===== src/rtl/pipe_skid_reg.sv =====
// Elastic pipeline-stage register with a two-entry skid buffer.
// Registered in_ready, synchronous flush and occupancy count.
module pipe_skid_reg #(
   parameter int                 WIDTH          = 32,
   parameter logic [WIDTH-1:0]   RESET_VAL      = '0,
   parameter bit                 CLEAR_ON_EMPTY = 1'b1
) (
   input  logic             clk,
   input  logic             rst,
   input  logic             flush,
   input  logic             in_valid,
   output logic             in_ready,
   input  logic [WIDTH-1:0] in_data,
   output logic             out_valid,
   input  logic             out_ready,
   output logic [WIDTH-1:0] out_data,
   output logic [1:0]       occupancy
);

   typedef enum logic [1:0] {
      EMPTY = 2'd0,
      ONE   = 2'd1,
      TWO   = 2'd2
   } state_t;

   state_t           state;
   state_t           state_n;
   logic [WIDTH-1:0] main_data;
   logic [WIDTH-1:0] main_n;
   logic [WIDTH-1:0] skid_data;
   logic [WIDTH-1:0] skid_n;
   logic             main_valid;
   logic             ready_q;
   logic             in_fire;
   logic             out_fire;

   assign in_fire   = in_valid & ready_q;
   assign out_fire  = main_valid & out_ready;

   assign in_ready  = ready_q;
   assign out_valid = main_valid;
   assign out_data  = main_data;
   assign occupancy = state;

   // Next state and entry updates; state encoding equals occupancy.
   always_comb begin
      state_n = state;
      main_n  = main_data;
      skid_n  = skid_data;
      if (flush) begin
         state_n = EMPTY;
         main_n  = RESET_VAL;
         skid_n  = RESET_VAL;
      end else begin
         unique case (state)
            EMPTY: begin
               if (in_fire) begin
                  state_n = ONE;
                  main_n  = in_data;
               end
            end
            ONE: begin
               if (in_fire && out_fire) begin
                  main_n = in_data;
               end else if (in_fire) begin
                  state_n = TWO;
                  skid_n  = in_data;
               end else if (out_fire) begin
                  state_n = EMPTY;
                  if (CLEAR_ON_EMPTY)
                     main_n = RESET_VAL;
               end
            end
            TWO: begin
               if (out_fire) begin
                  state_n = ONE;
                  main_n  = skid_data;
                  skid_n  = RESET_VAL;
               end
            end
            default: begin
               state_n = EMPTY;
               main_n  = RESET_VAL;
               skid_n  = RESET_VAL;
            end
         endcase
      end
   end

   // State and entries; valid/ready kept as their own flops so the
   // handshake outputs come straight from registers.
   always_ff @(posedge clk) begin
      if (!rst) begin
         state      <= EMPTY;
         main_data  <= RESET_VAL;
         skid_data  <= RESET_VAL;
         main_valid <= 1'b0;
         ready_q    <= 1'b1;
      end else begin
         state      <= state_n;
         main_data  <= main_n;
         skid_data  <= skid_n;
         main_valid <= (state_n != EMPTY);
         ready_q    <= (state_n != TWO);
      end
   end

endmodule


===== config.mk =====
export PLATFORM = sky130hd
export DESIGN_NAME = pipe_skid_reg
export DESIGN_NICKNAME = d
export VERILOG_FILES = /design/src/rtl/pipe_skid_reg.sv
export SDC_FILE = /design/constraint.sdc
export NUM_CORES = 1
export LEC_CHECK = 0
export CAP_MARGIN = 25
export CORE_ASPECT_RATIO = 1.5
export CORE_MARGIN = 1.5
export CORE_UTILIZATION = 40
export CTS_CLUSTER_SIZE = 8
export DETAILED_ROUTE_END_ITERATION = 8
export GPL_TIMING_DRIVEN = 0
export SETUP_SLACK_MARGIN = 0.02
export SYNTH_ARGS = -nofsm -noshare
export SYNTH_HDL_FRONTEND = slang
export SYNTH_SLANG_ARGS = --single-unit

===== constraint.sdc =====
create_clock -name clk -period 2.2 [get_ports clk]
set_clock_uncertainty 0.2 [all_clocks]
set_input_delay 0.44 -clock clk [delete_from_list [all_inputs] [get_ports clk]]
set_output_delay 0.44 -clock clk [all_outputs]
set_load 0.03 [all_outputs]

==> results of run 1 <==
==> synthesized netlist by cell type <==
library cell	instances	share of area, %
a21oi_1	37	5.3
a22oi_1	32	6.8
and2_1	1	0.18
and2_4	1	0.25
buf_2	4	0.57
buf_4	12	2.6
buf_6	5	1.6
clkbuf_1	24	2.6
clkbuf_2	6	0.85
dfxtp_1	68	39
inv_1	1	0.11
mux2_2	1	0.32
mux2i_1	32	9.1
nand2_1	3	0.32
nand2_2	1	0.18
nand2b_1	1	0.18
nand3_1	33	4.7
nand3b_4	1	0.57
nand4b_1	32	8.0
nor2_1	35	3.7
nor2_4	1	0.32
nor2_8	1	0.57
nor3_1	1	0.14
o21ai_0	19	2.7
o21ai_1	13	1.8
o21ba_2	1	0.28
o22ai_1	32	5.7
o22ai_2	1	0.35
o2bb2ai_4	1	0.78
or3_1	1	0.18
xnor2_4	1	0.78
==> worst max-delay path by stage <==
stage | slack (ns) | from | endpoint
after CTS | 0.03 | flush | out_data[6]
after floorplan | 0.42 | occupancy[1] | out_data[20]
after global routing | 0.06 | flush | out_data[5]
after global placement | -0.31 | flush | out_data[8]
after detailed placement | -0.32 | flush | out_data[6]
final | 0.12 | in_ready | in_ready
==> report_power, final <==
part	switching, W	total [W]	leakage, nW	internal (W)
combinational	0.000329	0.000558	0.780	0.000229
clock	0.000555	0.00166	0.163	0.00111
sequential	0.0000146	0.00127	0.551	0.00126
total	0.000898	0.00350	1.49	0.00260
==> per-stage QoR <==
stage	utilization, %	power (W)	TNS, ns	hold slack (ns)
final	55.71	0.003495	0	0.2727
after global routing	55.71	0.003615	0	0.2913
after global placement	51.62	0.001850	-11.75	0.2569
after floorplan	-	0.001628	0	0.2493
after detailed placement	51.62	0.001852	-12.36	0.2665
after CTS	55.64	0.003514	0	0.2742
==> registers in the layout, summed over array words and instances, names as in the netlist <==
signal and count:
in_ready 1, out_data 32, out_valid 1, occupancy 2
skid_data 32
==> routing by layer <==
| layer | GRT usage, % | part of all wire, % |
|---|---|---|
| met2 | 40.31 | 51 |
| met1 | 28.22 | 43 |
| met4 | 9.320 | 1.5 |
| met5 | 0 | 0 |
| met3 | 4.729 | 4.3 |
==> layout make-up <==
cell class | count | area (µm²)
plain buffers | 51 | 289.0
inverters | 1 | 3.754
clock buffers | 10 | 229.0
multi-input cells | 282 | 1877
clock inverters | 6 | 111.4
well taps | 107 | 133.9
fillers | 785 | 3749
flip-flops and latches | 68 | 1361
repair buffers | 71 | 710.7
==> what timing repair did <==
| item | in CTS | in global routing |
|---|---|---|
| setup endpoints to repair | 0 | 25 |
| buffers inserted | 0 | 0 |
| gates resized for setup | 0 | 5 |
==> cell families after synthesis <==
logic type | Yosys count | share of synthesized area (%)
AOI/OAI and AO/OA | 136 | 23.71
and+or+nand+nor | 112 | 19.24
DFF | 68 | 38.62
buffers and inverters | 52 | 8.236
muxes | 33 | 9.407
xor gates and xnor gates | 1 | 0.7811
==> summary.txt, run 1 <==
Routing
  • # DRC: 0
  • Wirelength, routed: 11.03 mm
  • Initial DRC Count: 220
  • DR WL/cell: 18.51 µm
  • DR vias/cell: 5.827
  • 1st-pass router iterations: 5
  • Via count: 3473
  • DRT antenna net count: 0

Flow run
  • Max Cap Viol: 0

Worst setup path
  • R2R Setup Slk: 0.25 ns
  • CP Max Fanout: 4
  • Setup CP Type: flip-flop to primary output
  • WP buf/inv: 1
  • CP Launch Type: flip-flop
  • CP Cell Sequence: clkdlybuf4s50_1
  • Slowest Stage Delay on Critical Path: 0.70 ns
  • Reg-to-Reg Start: occupancy[1]
  • Top delay family on crit path: buffers and inverters
  • Critical R2R Capture: out_data[21]
  • Worst EP required: between 1.5 and 2 ns
  • R2R depth: 6
  • Critical Path AT: 1.44 ns
  • CP max-delay cell: clkdlybuf4s50_1
  • Stages on worst setup path: 1
  • CP endpoint kind: primary output

CTS
  • Clk slew on worst S/H paths: 0.06 ns
  • CTS tree: yes
  • Clock Tree Buf Depth: 2
  • # hold bufs at CTS: 0
  • Num CTS Buffers: 9
  • Root Driver: clkbuf_16
  • Clk sinks: 68
  • Clock Latency Late Sink: 0.33 ns
  • CTS H-tree lvls: 3

STA
  • Fin crit period: 2.079 ns
  • Unrepaired setup endpoints after global routing: no
  • Post-route setup slack: 0.1207 ns
  • Worst-Margin Slew: between 0.5 and 0.6 ns
  • Relative slew slack: a little over three fifths
  • Final setup vio count: 0
  • Fmax: 0.4809 GHz
  • Final Hold Fails: 0
  • Period utilization: a little over nine tenths
  • Max-slew violations: 0

Die
  • Die footprint: 9395 µm²
  • I/O pins: 73
  • Num rows: 41
  • Core area: ~8500 µm²
  • Die Y: 118.0 µm
  • Die width: 79.65 µm
  • Starting Density: 41.64%

Hold path
  • WHS Path Cells: 2
  • Hold_sp: skid_data[29]
  • Worst Hold End: skid_data[29]
  • Worst min path class: flip-flop to flip-flop

GRT
  • Largest net degree at the start of global routing: 13
  • Vias in the first global route: 3398
  • Remaining Overflow, GRT: 0
  • Initial antenna violation count: 0
  • Global-route wire length before repair: 17.42 mm
  • All-Layer GR Usage: 23.57%

Final layout
  • Final net count: 521
  • Layout cells sized above 1: 11.25%
  • Post-route insts no fill: around 600
  • N_diodes: 0
  • Area delta synth->final: 33.79%
  • Most common cell after layout, fill and taps aside: clkdlybuf4s50_1
  • Design area: around 4700 µm²
  • Commonest non-fill, non-tap cells in the layout: clkdlybuf4s50_1 (71), dfxtp_1 (68), a21oi_1 (36), nor2_1 (35), nand3_1 (33)

Power
  • Leak: 1.494 nW
  • Pwr Density: 741.2 nW/µm²
  • Worst vdd ir: between 400 and 500 µV

Outcome
  • Status: completed

Placement
  • Final HPWL DP: 7.533 mm
  • Pre-CTS WS: -0.3174 ns
  • Dpl cells: 580
  • Gpl congestion: 0.8306
  • PortBufs: 71
  • Placed inst area: 4369 µm²

Synth
  • Yosys Warn Count: 0
  • Mapped Avg Cell Area: 8.768 µm²
  • Mapped Area: 3525 µm²
  • Synth cell types: 31
  • FF+latch count, synth: 68
  • Seq/Total Area, Yosys: approximately 39%
  • Syn nets: 439
  • Gate Count Post-Synth: 402
No activity file was read; power rests on OpenSTA's default activity.
==> run 2: changes to the inputs <==
Clock period 2.2 ns to 1.95 ns, I/O delays scaled along.
==> run 2 against run 1 <==
Non-clock buffer count did not move. First-iteration DRC count fell by 0.91%. Via count up 0.52%. Hold slack better by 0.00095 ns. Critical path type unchanged. Critical endpoint is now out_data[25]. Largest power group unchanged.
==> summary.txt, run 2 (synthesis gave the netlist of run 1 again) <==
Outcome
  • Status: completed

Final layout
  • N_diodes: 0
  • Register area: 1361 µm²
  • Commonest non-fill, non-tap cells in the layout: dfxtp_1 (68), a21oi_1 (36), clkdlybuf4s50_1 (36), nor2_1 (35), nand3_1 (33)
  • # fillers: about 800
  • Layout cells sized above 1: 12.07%
  • Area of the multi-input gates: about 1900 µm²
  • Most common cell after layout, fill and taps aside: dfxtp_1
  • Area delta synth->final: 33.83%
  • Post-route insts no fill: a little under 600
  • Final net count: 521

Power
  • Clock Power Share: 47.7%
  • Net Sw Power: 0.001012 W
  • Sw Ratio: 25.74%
  • Internal: 0.002920 W
  • Pwr Density: 833.6 nW/µm²
  • Seq pwr share: 36.5%
  • Worst vdd ir: 511.9 µV
  • Leak: 1.748 nW
  • Combinational share of power: 15.8%

CTS
  • Post-CTS setup buffer count: 0
  • CTS H-tree lvls: 3
  • Num CTS Buffers: 9
  • CTS tree: yes
  • Clock Tree Buf Depth: 2
  • Clock Latency Late Sink: approximately 0.33 ns
  • Root Driver: clkbuf_16
  • Clk slew on worst S/H paths: 0.05 ns
  • Cts repair resizes: 33
  • # hold bufs at CTS: 0
  • Clk sinks: 68

Die
  • Num rows: a little over 40
  • Core area: 8464 µm²
  • Die Y: 118.0 µm
  • Die footprint: 9395 µm²
  • Die width: 79.65 µm
  • I/O pins: 73
  • Starting Density: 41.64%

STA
  • Period utilization: between 90 and 100%
  • WHS: 0.2737 ns
  • Worst-Margin Slew: 0.5626 ns
  • Max-slew violations: 0
  • Final Hold Fails: 0
  • Unrepaired setup endpoints after global routing: yes
  • Fin crit period: 1.905 ns
  • Final setup vio count: 0
  • Relative slew slack: 62.49%
  • Post-route setup slack: 0.04504 ns
  • Fmax: ~0.52 GHz

Worst setup path
  • Slowest Stage Delay on Critical Path: 0.66 ns
  • Stages on worst setup path: 1
  • CP Max Fanout: 2
  • CP Cell Sequence: clkdlybuf4s50_1
  • CP max-delay cell: clkdlybuf4s50_1
  • Setup CP Type: flip-flop to primary output
  • CP endpoint kind: primary output
  • R2R depth: 5
  • Top delay family on crit path: buffers and inverters
  • CP Launch Type: flip-flop
  • WP buf/inv: 1
  • Worst EP required: 1.36 ns
  • Critical Path AT: ~1.3 ns

GRT
  • All-Layer GR Usage: 23.71%
  • Initial antenna violation count: 0
  • Vias in the first global route: between 3000 and 4000
  • Largest net degree at the start of global routing: 13
  • Remaining Overflow, GRT: 0
  • Global-route wire length before repair: 17.52 mm

Routing
  • Via count: 3491
  • 1st-pass router iterations: 5
  • DR vias/cell: between 5 and 6
  • Wirelength, routed: 10.98 mm
  • Initial DRC Count: 218
  • # DRC: 0
  • DR WL/cell: 18.43 µm
  • DRT antenna net count: 0

Placement
  • Dpl cells: 580
  • Gpl congestion: slightly above 0.8
  • PortBufs: 71
  • Pre-CTS WS: -0.5174 ns
  • Final HPWL DP: 7.533 mm

Hold path
  • Worst min path class: flip-flop to flip-flop
  • WHS Path Cells: 2

Flow run
  • Max Cap Viol: 0
run 2: cell count changes in the layout (fill, tap and decap cells not counted):
| cell | before | now |
|---|---|---|
| dlymetal6s2s_1 | 0 | 7 |
| dlygate4sd2_1 | 0 | 28 |
| o22ai_2 | 1 | 0 |
| nand2_1 | 3 | 2 |
| clkbuf_4 | 0 | 2 |
| nand2_2 | 1 | 2 |
| buf_2 | 4 | 5 |
| clkbuf_1 | 23 | 20 |
| o22ai_4 | 0 | 1 |
| clkdlybuf4s50_1 | 71 | 36 |
run 2: layer usage:
metal  part of all wire (%)  vias to the layer above  global-route usage (%)
li1                       -                     1676                       -
met1                     42                     1679                   28.37
met2                     51                      120                   41.00
met3                    4.7                       16                   3.798
met4                    1.9                        0                   9.868
met5                      0                        -                       0
run 2: stage by stage:
stage          util, %  cell area (µm²)  setup TNS, ns  total power (W)
2_1_floorplan        -             3525              0         0.001837
3_3_place_gp     51.62             4369         -24.66         0.002087
3_5_place_dp     51.62             4369         -25.28         0.002089
4_1_cts          55.33             4683              0         0.003952
5_1_grt          55.73             4717      -0.003133         0.004064
6_report         55.73             4717              0         0.003932
run 2: final timing paths:
path,startpoint,end,slack [ns]
worst max register to register,occupancy[0],skid_data[19],0.14
worst min register to register,skid_data[29],skid_data[29],0.27
worst max-delay path,out_data[25],out_data[25],0.05
worst min-delay path,skid_data[29],skid_data[29],0.27
run 2: cell type report:
class	instances	share of cell area, %
plain buffers	51	6.313
flip-flops and latches	68	28.86
clock inverters	6	2.361
multi-input cells	282	40.00
well taps	107	2.838
inverters	1	0.07958
repair buffers	71	14.69
clock buffers	10	4.854
run 2: power groups by stage:
stage / sequential (W) / clock, W / combinational, W
2_1_floorplan: 0.00151 / 0 / 0.000323
3_3_place_gp: 0.00147 / 0 / 0.000621
3_5_place_dp: 0.00147 / 0 / 0.000622
4_1_cts: 0.00144 / 0.00190 / 0.000614
5_1_grt: 0.00144 / 0.00196 / 0.000668
6_report: 0.00144 / 0.00187 / 0.000622
==> run 3: changes to the inputs <==
Settings changed: CTS_CLUSTER_SIZE 8 to 40.
==> results of run 3 <==
The final DEF is identical to that of run 2; final timing and power are the same.
